## config.mk

```make
export PLATFORM = sky130hd
export DESIGN_NAME = core_ctrl_fsm
export DESIGN_NICKNAME = d
export VERILOG_FILES = /design/src/rtl/core_ctrl_fsm.sv
export SDC_FILE = /design/constraint.sdc
export NUM_CORES = 1
export LEC_CHECK = 0
export CORE_ASPECT_RATIO = 1.75
export CORE_UTILIZATION = 49
export DETAILED_ROUTE_END_ITERATION = 10
export PLACE_DENSITY = 0.81
export SKIP_LAST_GASP = 1
export SLEW_MARGIN = 10
export SYNTH_ARGS = -nofsm -noshare
export SYNTH_HDL_FRONTEND = slang
export SYNTH_SLANG_ARGS = --single-unit
export TNS_END_PERCENT = 5
```

## constraint.sdc

```tcl
create_clock -name clk -period 2.9 [get_ports clk]
set_input_delay 0.29 -clock clk [delete_from_list [all_inputs] [get_ports clk]]
set_output_delay 0.29 -clock clk [all_outputs]
set_load 0.05 [all_outputs]
```

## src/rtl/core_ctrl_fsm.sv

```systemverilog
// Multicycle RV32I control sequencer: fetch/decode/execute/mem/writeback steering,
// memory-handshake timeout, illegal-opcode trap and retired-instruction counter.
`timescale 1ns/1ps
module core_ctrl_fsm #(
  parameter int unsigned MEM_TIMEOUT     = 255,
  parameter bit          TRAP_ON_TIMEOUT = 1'b1
) (
  input  logic        clk,
  input  logic        rst_n,
  input  logic [31:0] inst,
  input  logic        branch_taken,
  input  logic        mem_ready,
  output logic        mem_valid,
  output logic        mem_we,
  output logic        mem_addr_sel,
  output logic        ir_we,
  output logic        pc_we,
  output logic [1:0]  pc_sel,
  output logic        rf_we,
  output logic [1:0]  wb_sel,
  output logic        alu_a_sel,
  output logic        alu_b_sel,
  output logic        trap,
  output logic [1:0]  trap_cause,
  output logic [31:0] instret,
  output logic [2:0]  state_o
);

  typedef enum logic [2:0] {
    S_FETCH   = 3'd0,
    S_DECODE  = 3'd1,
    S_EXECUTE = 3'd2,
    S_MEM     = 3'd3,
    S_WB      = 3'd4,
    S_TRAP    = 3'd5
  } state_t;

  localparam logic [6:0] OPC_LOAD     = 7'b0000011;
  localparam logic [6:0] OPC_STORE    = 7'b0100011;
  localparam logic [6:0] OPC_BRANCH   = 7'b1100011;
  localparam logic [6:0] OPC_JAL      = 7'b1101111;
  localparam logic [6:0] OPC_JALR     = 7'b1100111;
  localparam logic [6:0] OPC_OP_IMMED = 7'b0010011;
  localparam logic [6:0] OPC_OP       = 7'b0110011;
  localparam logic [6:0] OPC_LUI      = 7'b0110111;
  localparam logic [6:0] OPC_AUIPC    = 7'b0010111;
  localparam logic [6:0] OPC_MISC_MEM = 7'b0001111;

  // Stall count is compared against limit-1 so the trap lands on the MEM_TIMEOUT-th stalled cycle.
  localparam logic [15:0] TO_LIMIT = 16'(MEM_TIMEOUT - 32'd1);

  function automatic logic is_legal(input logic [6:0] opc);
    logic ok;
    case (opc)
      OPC_LOAD, OPC_STORE, OPC_BRANCH, OPC_JAL, OPC_JALR,
      OPC_OP_IMMED, OPC_OP, OPC_LUI, OPC_AUIPC, OPC_MISC_MEM: ok = 1'b1;
      default: ok = 1'b0;
    endcase
    return ok;
  endfunction

  state_t      state_r, state_nxt_s;
  logic [15:0] to_cnt_r;
  logic [31:0] instret_r;
  logic [1:0]  trap_cause_r, cause_nxt_s;
  logic [6:0]  opc_s;
  logic        mem_req_s, hs_s, stall_s, timeout_s, retire_s;
  logic        mem_valid_s, mem_we_s, mem_addr_sel_s, ir_we_s, pc_we_s;
  logic        rf_we_s, alu_a_sel_s, alu_b_sel_s, trap_s;
  logic [1:0]  pc_sel_s, wb_sel_s;
  logic        unused_inst_s;

  assign opc_s         = inst[6:0];
  assign unused_inst_s = ^inst[31:7];
  assign mem_req_s     = (state_r == S_FETCH) || (state_r == S_MEM);
  assign hs_s          = mem_req_s && mem_ready;
  assign stall_s       = mem_req_s && !mem_ready;
  assign timeout_s     = (TRAP_ON_TIMEOUT == 1'b1) && stall_s && (to_cnt_r >= TO_LIMIT);

  // Next-state and control-output decode from current state and opcode.
  always_comb begin
    state_nxt_s    = state_r;
    cause_nxt_s    = 2'd0;
    mem_valid_s    = 1'b0;
    mem_we_s       = 1'b0;
    mem_addr_sel_s = 1'b0;
    ir_we_s        = 1'b0;
    pc_we_s        = 1'b0;
    pc_sel_s       = 2'd0;
    rf_we_s        = 1'b0;
    wb_sel_s       = 2'd0;
    alu_a_sel_s    = 1'b0;
    alu_b_sel_s    = 1'b0;
    trap_s         = 1'b0;
    case (state_r)
      S_FETCH: begin
        mem_valid_s = 1'b1;
        if (hs_s) begin
          ir_we_s     = 1'b1;
          state_nxt_s = S_DECODE;
        end else if (timeout_s) begin
          state_nxt_s = S_TRAP;
          cause_nxt_s = 2'd2;
        end else begin
          state_nxt_s = S_FETCH;
        end
      end
      S_DECODE: begin
        if ((inst[1:0] != 2'b11) || !is_legal(opc_s)) begin
          state_nxt_s = S_TRAP;
          cause_nxt_s = 2'd1;
        end else begin
          state_nxt_s = S_EXECUTE;
        end
      end
      S_EXECUTE: begin
        state_nxt_s = S_FETCH;
        case (opc_s)
          OPC_OP, OPC_OP_IMMED: begin
            alu_b_sel_s = (opc_s == OPC_OP_IMMED);
            rf_we_s     = 1'b1;
            pc_we_s     = 1'b1;
          end
          OPC_LUI: begin
            rf_we_s  = 1'b1;
            wb_sel_s = 2'd3;
            pc_we_s  = 1'b1;
          end
          OPC_AUIPC: begin
            alu_a_sel_s = 1'b1;
            alu_b_sel_s = 1'b1;
            rf_we_s     = 1'b1;
            pc_we_s     = 1'b1;
          end
          OPC_JAL, OPC_JALR: begin
            alu_a_sel_s = (opc_s == OPC_JAL);
            alu_b_sel_s = 1'b1;
            rf_we_s     = 1'b1;
            wb_sel_s    = 2'd2;
            pc_we_s     = 1'b1;
            pc_sel_s    = 2'd1;
          end
          OPC_BRANCH: begin
            alu_a_sel_s = 1'b1;
            alu_b_sel_s = 1'b1;
            pc_we_s     = 1'b1;
            pc_sel_s    = branch_taken ? 2'd1 : 2'd0;
          end
          OPC_LOAD, OPC_STORE: begin
            alu_b_sel_s = 1'b1;
            state_nxt_s = S_MEM;
          end
          OPC_MISC_MEM: begin
            pc_we_s = 1'b1;
          end
          // Instruction changed under us after decode: treat as illegal.
          default: begin
            state_nxt_s = S_TRAP;
            cause_nxt_s = 2'd1;
          end
        endcase
      end
      S_MEM: begin
        mem_valid_s    = 1'b1;
        mem_addr_sel_s = 1'b1;
        mem_we_s       = (opc_s == OPC_STORE);
        alu_b_sel_s    = 1'b1;
        if (hs_s) begin
          if (opc_s == OPC_STORE) begin
            pc_we_s     = 1'b1;
            state_nxt_s = S_FETCH;
          end else begin
            state_nxt_s = S_WB;
          end
        end else if (timeout_s) begin
          state_nxt_s = S_TRAP;
          cause_nxt_s = 2'd2;
        end else begin
          state_nxt_s = S_MEM;
        end
      end
      S_WB: begin
        rf_we_s     = 1'b1;
        wb_sel_s    = 2'd1;
        pc_we_s     = 1'b1;
        state_nxt_s = S_FETCH;
      end
      S_TRAP: begin
        trap_s      = 1'b1;
        pc_we_s     = 1'b1;
        pc_sel_s    = 2'd2;
        state_nxt_s = S_FETCH;
      end
      default: begin
        state_nxt_s = S_FETCH;
      end
    endcase
  end

  assign retire_s = (state_nxt_s == S_FETCH) &&
                    ((state_r == S_EXECUTE) || (state_r == S_MEM) || (state_r == S_WB));

  // State, stall counter, retire counter and sticky trap cause.
  always_ff @(posedge clk or negedge rst_n) begin
    if (!rst_n) begin
      state_r      <= S_FETCH;
      to_cnt_r     <= 16'd0;
      instret_r    <= 32'd0;
      trap_cause_r <= 2'd0;
    end else begin
      state_r <= state_nxt_s;
      if (stall_s && (state_nxt_s == state_r)) begin
        to_cnt_r <= (to_cnt_r < TO_LIMIT) ? (to_cnt_r + 16'd1) : to_cnt_r;
      end else begin
        to_cnt_r <= 16'd0;
      end
      instret_r    <= retire_s ? (instret_r + 32'd1) : instret_r;
      trap_cause_r <= (state_nxt_s == S_TRAP) ? cause_nxt_s : trap_cause_r;
    end
  end

  // Gating with rst_n drops the bus request the instant reset asserts.
  assign mem_valid    = rst_n & mem_valid_s;
  assign mem_we       = rst_n & mem_we_s;
  assign mem_addr_sel = rst_n & mem_addr_sel_s;
  assign ir_we        = rst_n & ir_we_s;
  assign pc_we        = rst_n & pc_we_s;
  assign pc_sel       = rst_n ? pc_sel_s : 2'd0;
  assign rf_we        = rst_n & rf_we_s;
  assign wb_sel       = rst_n ? wb_sel_s : 2'd0;
  assign alu_a_sel    = rst_n & alu_a_sel_s;
  assign alu_b_sel    = rst_n & alu_b_sel_s;
  assign trap         = rst_n & trap_s;
  assign trap_cause   = trap_cause_r;
  assign instret      = instret_r;
  assign state_o      = state_r;

endmodule

```

==> results_dict.tcl <==
set metrics [dict create \
    synth_edf_count 0 \
    coreArea_sq_mm 0.00618 \
    max_clock_freq_ghz 0.364 \
    crit_arrival_ns 2.98 \
    critical_path_class "input pin to register" \
    dieArea_sq_mm 0.00674 \
    synth-simple-area-share_pct 30.7 \
    whs_ns 0.448 \
    ioPinCount 86 \
    hold_viol 0 \
    grt_pass1_wl_um 12200 \
    root_buffer "clkbuf_8" \
    syn_to_final_growth_pct 29.6 \
    drv_cap 0 \
    dr.pass1.iters 4 \
    dp.cells 481 \
    reg2reg_depth 8 \
    cts_inserted_buffers 5 \
    power_leakage_nw 1.86 \
    reg2reg_setup_slack_ns 0.27 \
    htree_levels 2 \
    fillers 538 \
    p_per_area_mw_per_mm2 574 \
    antenna_left 0 \
    muxShareOfSynthArea_pct 1.79 \
    grt_overflow_total 0 \
    worstHoldPathType "input pin to async pin" \
    synth_top_family_by_area "simple AND/OR/NAND/NOR gates" \
    synth_cells 321 \
    place_congestion 0.879 \
    clock_latency_ns 0.32 \
    diodes 0 \
    synth_top_area_share_pct 42.2 \
    pre_cts_slack_ns -0.189 \
    synth_compound_area_share_pct 8.17 \
    ys_seq_elements 53 \
    drive_above_1_share_pct 18.5 \
    viasPerCell 5.47 \
    grt_usage_pct 23.1 \
    worstPathCellList "clkdlybuf4s50_1 > buf_4 > nor4bb_1 > a2111oi_0 > buf_4 > o211ai_1 > o31ai_1 > or4_1 > buf_6 > nor4_2 > xor2_1" \
    port_buffers 60 \
    fin_crit_sh_pct 94.7 \
    avgSynthCellArea_sq_um 9.78 \
    finalWirelength_um 7310 \
    tightest_slew_ns 0.582 \
    fp.dieW_um 62.5 \
    tns_ns 0 \
    num-nets-final 451 \
    grt_antenna_before_repair 0 \
    critPathMostFrequentCell "buf_4" \
    crit_path_max_fanout 16 \
    final_common_cell "dfrtp_1" \
    dp_hpwl_um 5480 \
    ir_worst_vdd_uv 536 \
    drt-initial-drc-count 117 \
    drcViolationCount 0 \
    cts_tree "yes" \
    status "complete, no violations" \
    grt_pass1_vias 2705 \
    cts_sinks 53 \
    slew_viol_final 0 \
    die_h_um 108 \
    crit_path_start_kind "input pin" \
    synthArstFlopShare_pct 100 \
    grt_max_degree 46 \
    cp-end-kind "register" \
    critPathTopFamily "simple AND/OR/NAND/NOR gates" \
    rows 38 \
    rr_startpoint "to_cnt_r[15]" \
    cp.required_ns 3.14 \
    max_stage_delay_ns 0.53 \
    synthesis.area_sq_mm 0.00314 \
    synth_cell_types 55 \
    synthXorXnorAreaFrac_pct 10.3 \
    fin_crit_ns 2.75 \
    ys.flop_type "dfrtp_1" \
    synth_area_leader_cell "dfrtp_1" \
    setup-violations-final 0 \
    cpMaxStageDelayCell "or4_1" \
    r2r_end "instret[14]" \
    rsz0062_at_grt "no" \
    yosysWarnings 0 \
    slew_headroom_pct 60.9 \
    crit_buf_inv 4 \
    vias 2678 \
    layout.cells.non_filler 490 \
    finClkSkew_ns 0.00781 \
    ys_seq_area_share_pct 42.2 \
    dpl_cell_area_sq_mm 0.00397 \
    syn_nets 363 \
    synthAdderAreaFrac_pct 2.39 \
    final_cell_mix "53 x dfrtp_1, 51 x clkdlybuf4s50_1, 39 x buf_4" \
    clk_pin_slew_ns 0.10 \
    initial_core_util_pct 50.8 \
    layout_setup_ws_ns 0.153 \
    clk_path_buf_depth 2 \
    final_area_sq_mm 0.00407 \
    yosys-top-cells-area "dfrtp_1 42%, xnor2_1 5.9%, xor2_1 4.5%" \
    post_drt_wl_per_cell_um 14.9 \
]
[cell usage after synthesis, types with 2 or more instances]
cell type / n
nor3_1: 11
nand3_1: 14
nor3_2: 7
nor2_1: 29
nor4_2: 5
xnor2_1: 21
buf_2: 3
a22oi_1: 2
o21ai_1: 2
and4_1: 4
a21o_1: 2
nand4_1: 12
clkbuf_1: 4
or2_2: 3
o21ai_0: 6
or4_1: 2
nor4_1: 5
a21oi_1: 12
mux2i_1: 2
o31ai_1: 2
and3_1: 17
ha_1: 6
mux2_2: 2
nand2_1: 29
dfrtp_1: 53
or3_1: 2
buf_4: 2
o21a_1: 2
and2_1: 4
nand2b_1: 5
inv_1: 10
buf_6: 3
xor2_1: 16
[worst reg2reg max path, delay by kind of cell, from the launching register on]
kind            cells  cell delay, ns
simple gates        5            1.40
flops               1            0.39
compound gates      1            0.36
buf+inv             1            0.20
xor+xnor            1            0.19
[cell families (layout without fill, tap and decap cells)]
family,count (synthesis),after routing
xor+xnor,37,37
buf+inv,23,112
flops,53,53
mux,5,5
fa+ha+maj,6,6
simple gates,161,161
compound gates,36,36
[registers in the layout, indices dropped and copies added, names as in the netlist]
register	cells
state_o	3
to_cnt_r	16
instret	32
trap_cause	2
[metal layers]
layer / vias up / track usage, % / part of all wire (%)
met1: 1285 / 25.2 / 40
li1: 1310 / - / -
met2: 68 / 43.1 / 54
met3: 15 / 4.13 / 3.9
met5: - / 0 / 0
met4: 0 / 9.30 / 2.6
[cell type report]
| type | instances | area [sq um] | share of cell area, % |
|---|---|---|---|
| Clock buffer | 5 | 68.8 | 1.69 |
| Clock inverter | 3 | 17.5 | 0.431 |
| Inverter | 10 | 37.5 | 0.923 |
| Multi-Input combinational cell | 245 | 1680 | 41.2 |
| Sequential cell | 53 | 1330 | 32.6 |
| Tap cell | 80 | 100 | 2.46 |
| Timing Repair Buffer | 94 | 842 | 20.7 |
[worst max path at each step]
stage	from	to	slack (ns)	cells past startpoint
2_1_floorplan	state_o[2]	instret[12]	0.15	9
3_5_place_dp	inst[6]	instret[30]	-0.19	11
5_1_grt	inst[6]	instret[14]	0.02	11
6_report	inst[6]	instret[14]	0.15	11
4_1_cts	inst[6]	instret[14]	0.11	11
3_3_place_gp	inst[5]	instret[30]	-0.17	11
[metrics by stage]
stage / utilization [%] / power [mW]
6_report: 65.8 / 2.33
5_1_grt: 65.8 / 2.46
4_1_cts: 65.7 / 2.34
3_5_place_dp: 64.2 / 1.92
3_3_place_gp: 64.2 / 1.90
2_1_floorplan: - / 1.55
[report_power, final]
group / internal, mW / switching (mW) / leakage, nW
registers: 0.793 / 0.0694 / 0.728
logic: 0.394 / 0.665 / 1.08
clock network: 0.167 / 0.247 / 0.0439
[timing repair]
action / in CTS / in global routing
setup endpoints to repair: 0 / 1
hold endpoints to repair: 8 / 0
buffers inserted: 0 / 0
hold buffers: 1 / 0
resized for setup: 0 / 2
Note: power is estimated with default switching activity, not from simulation.
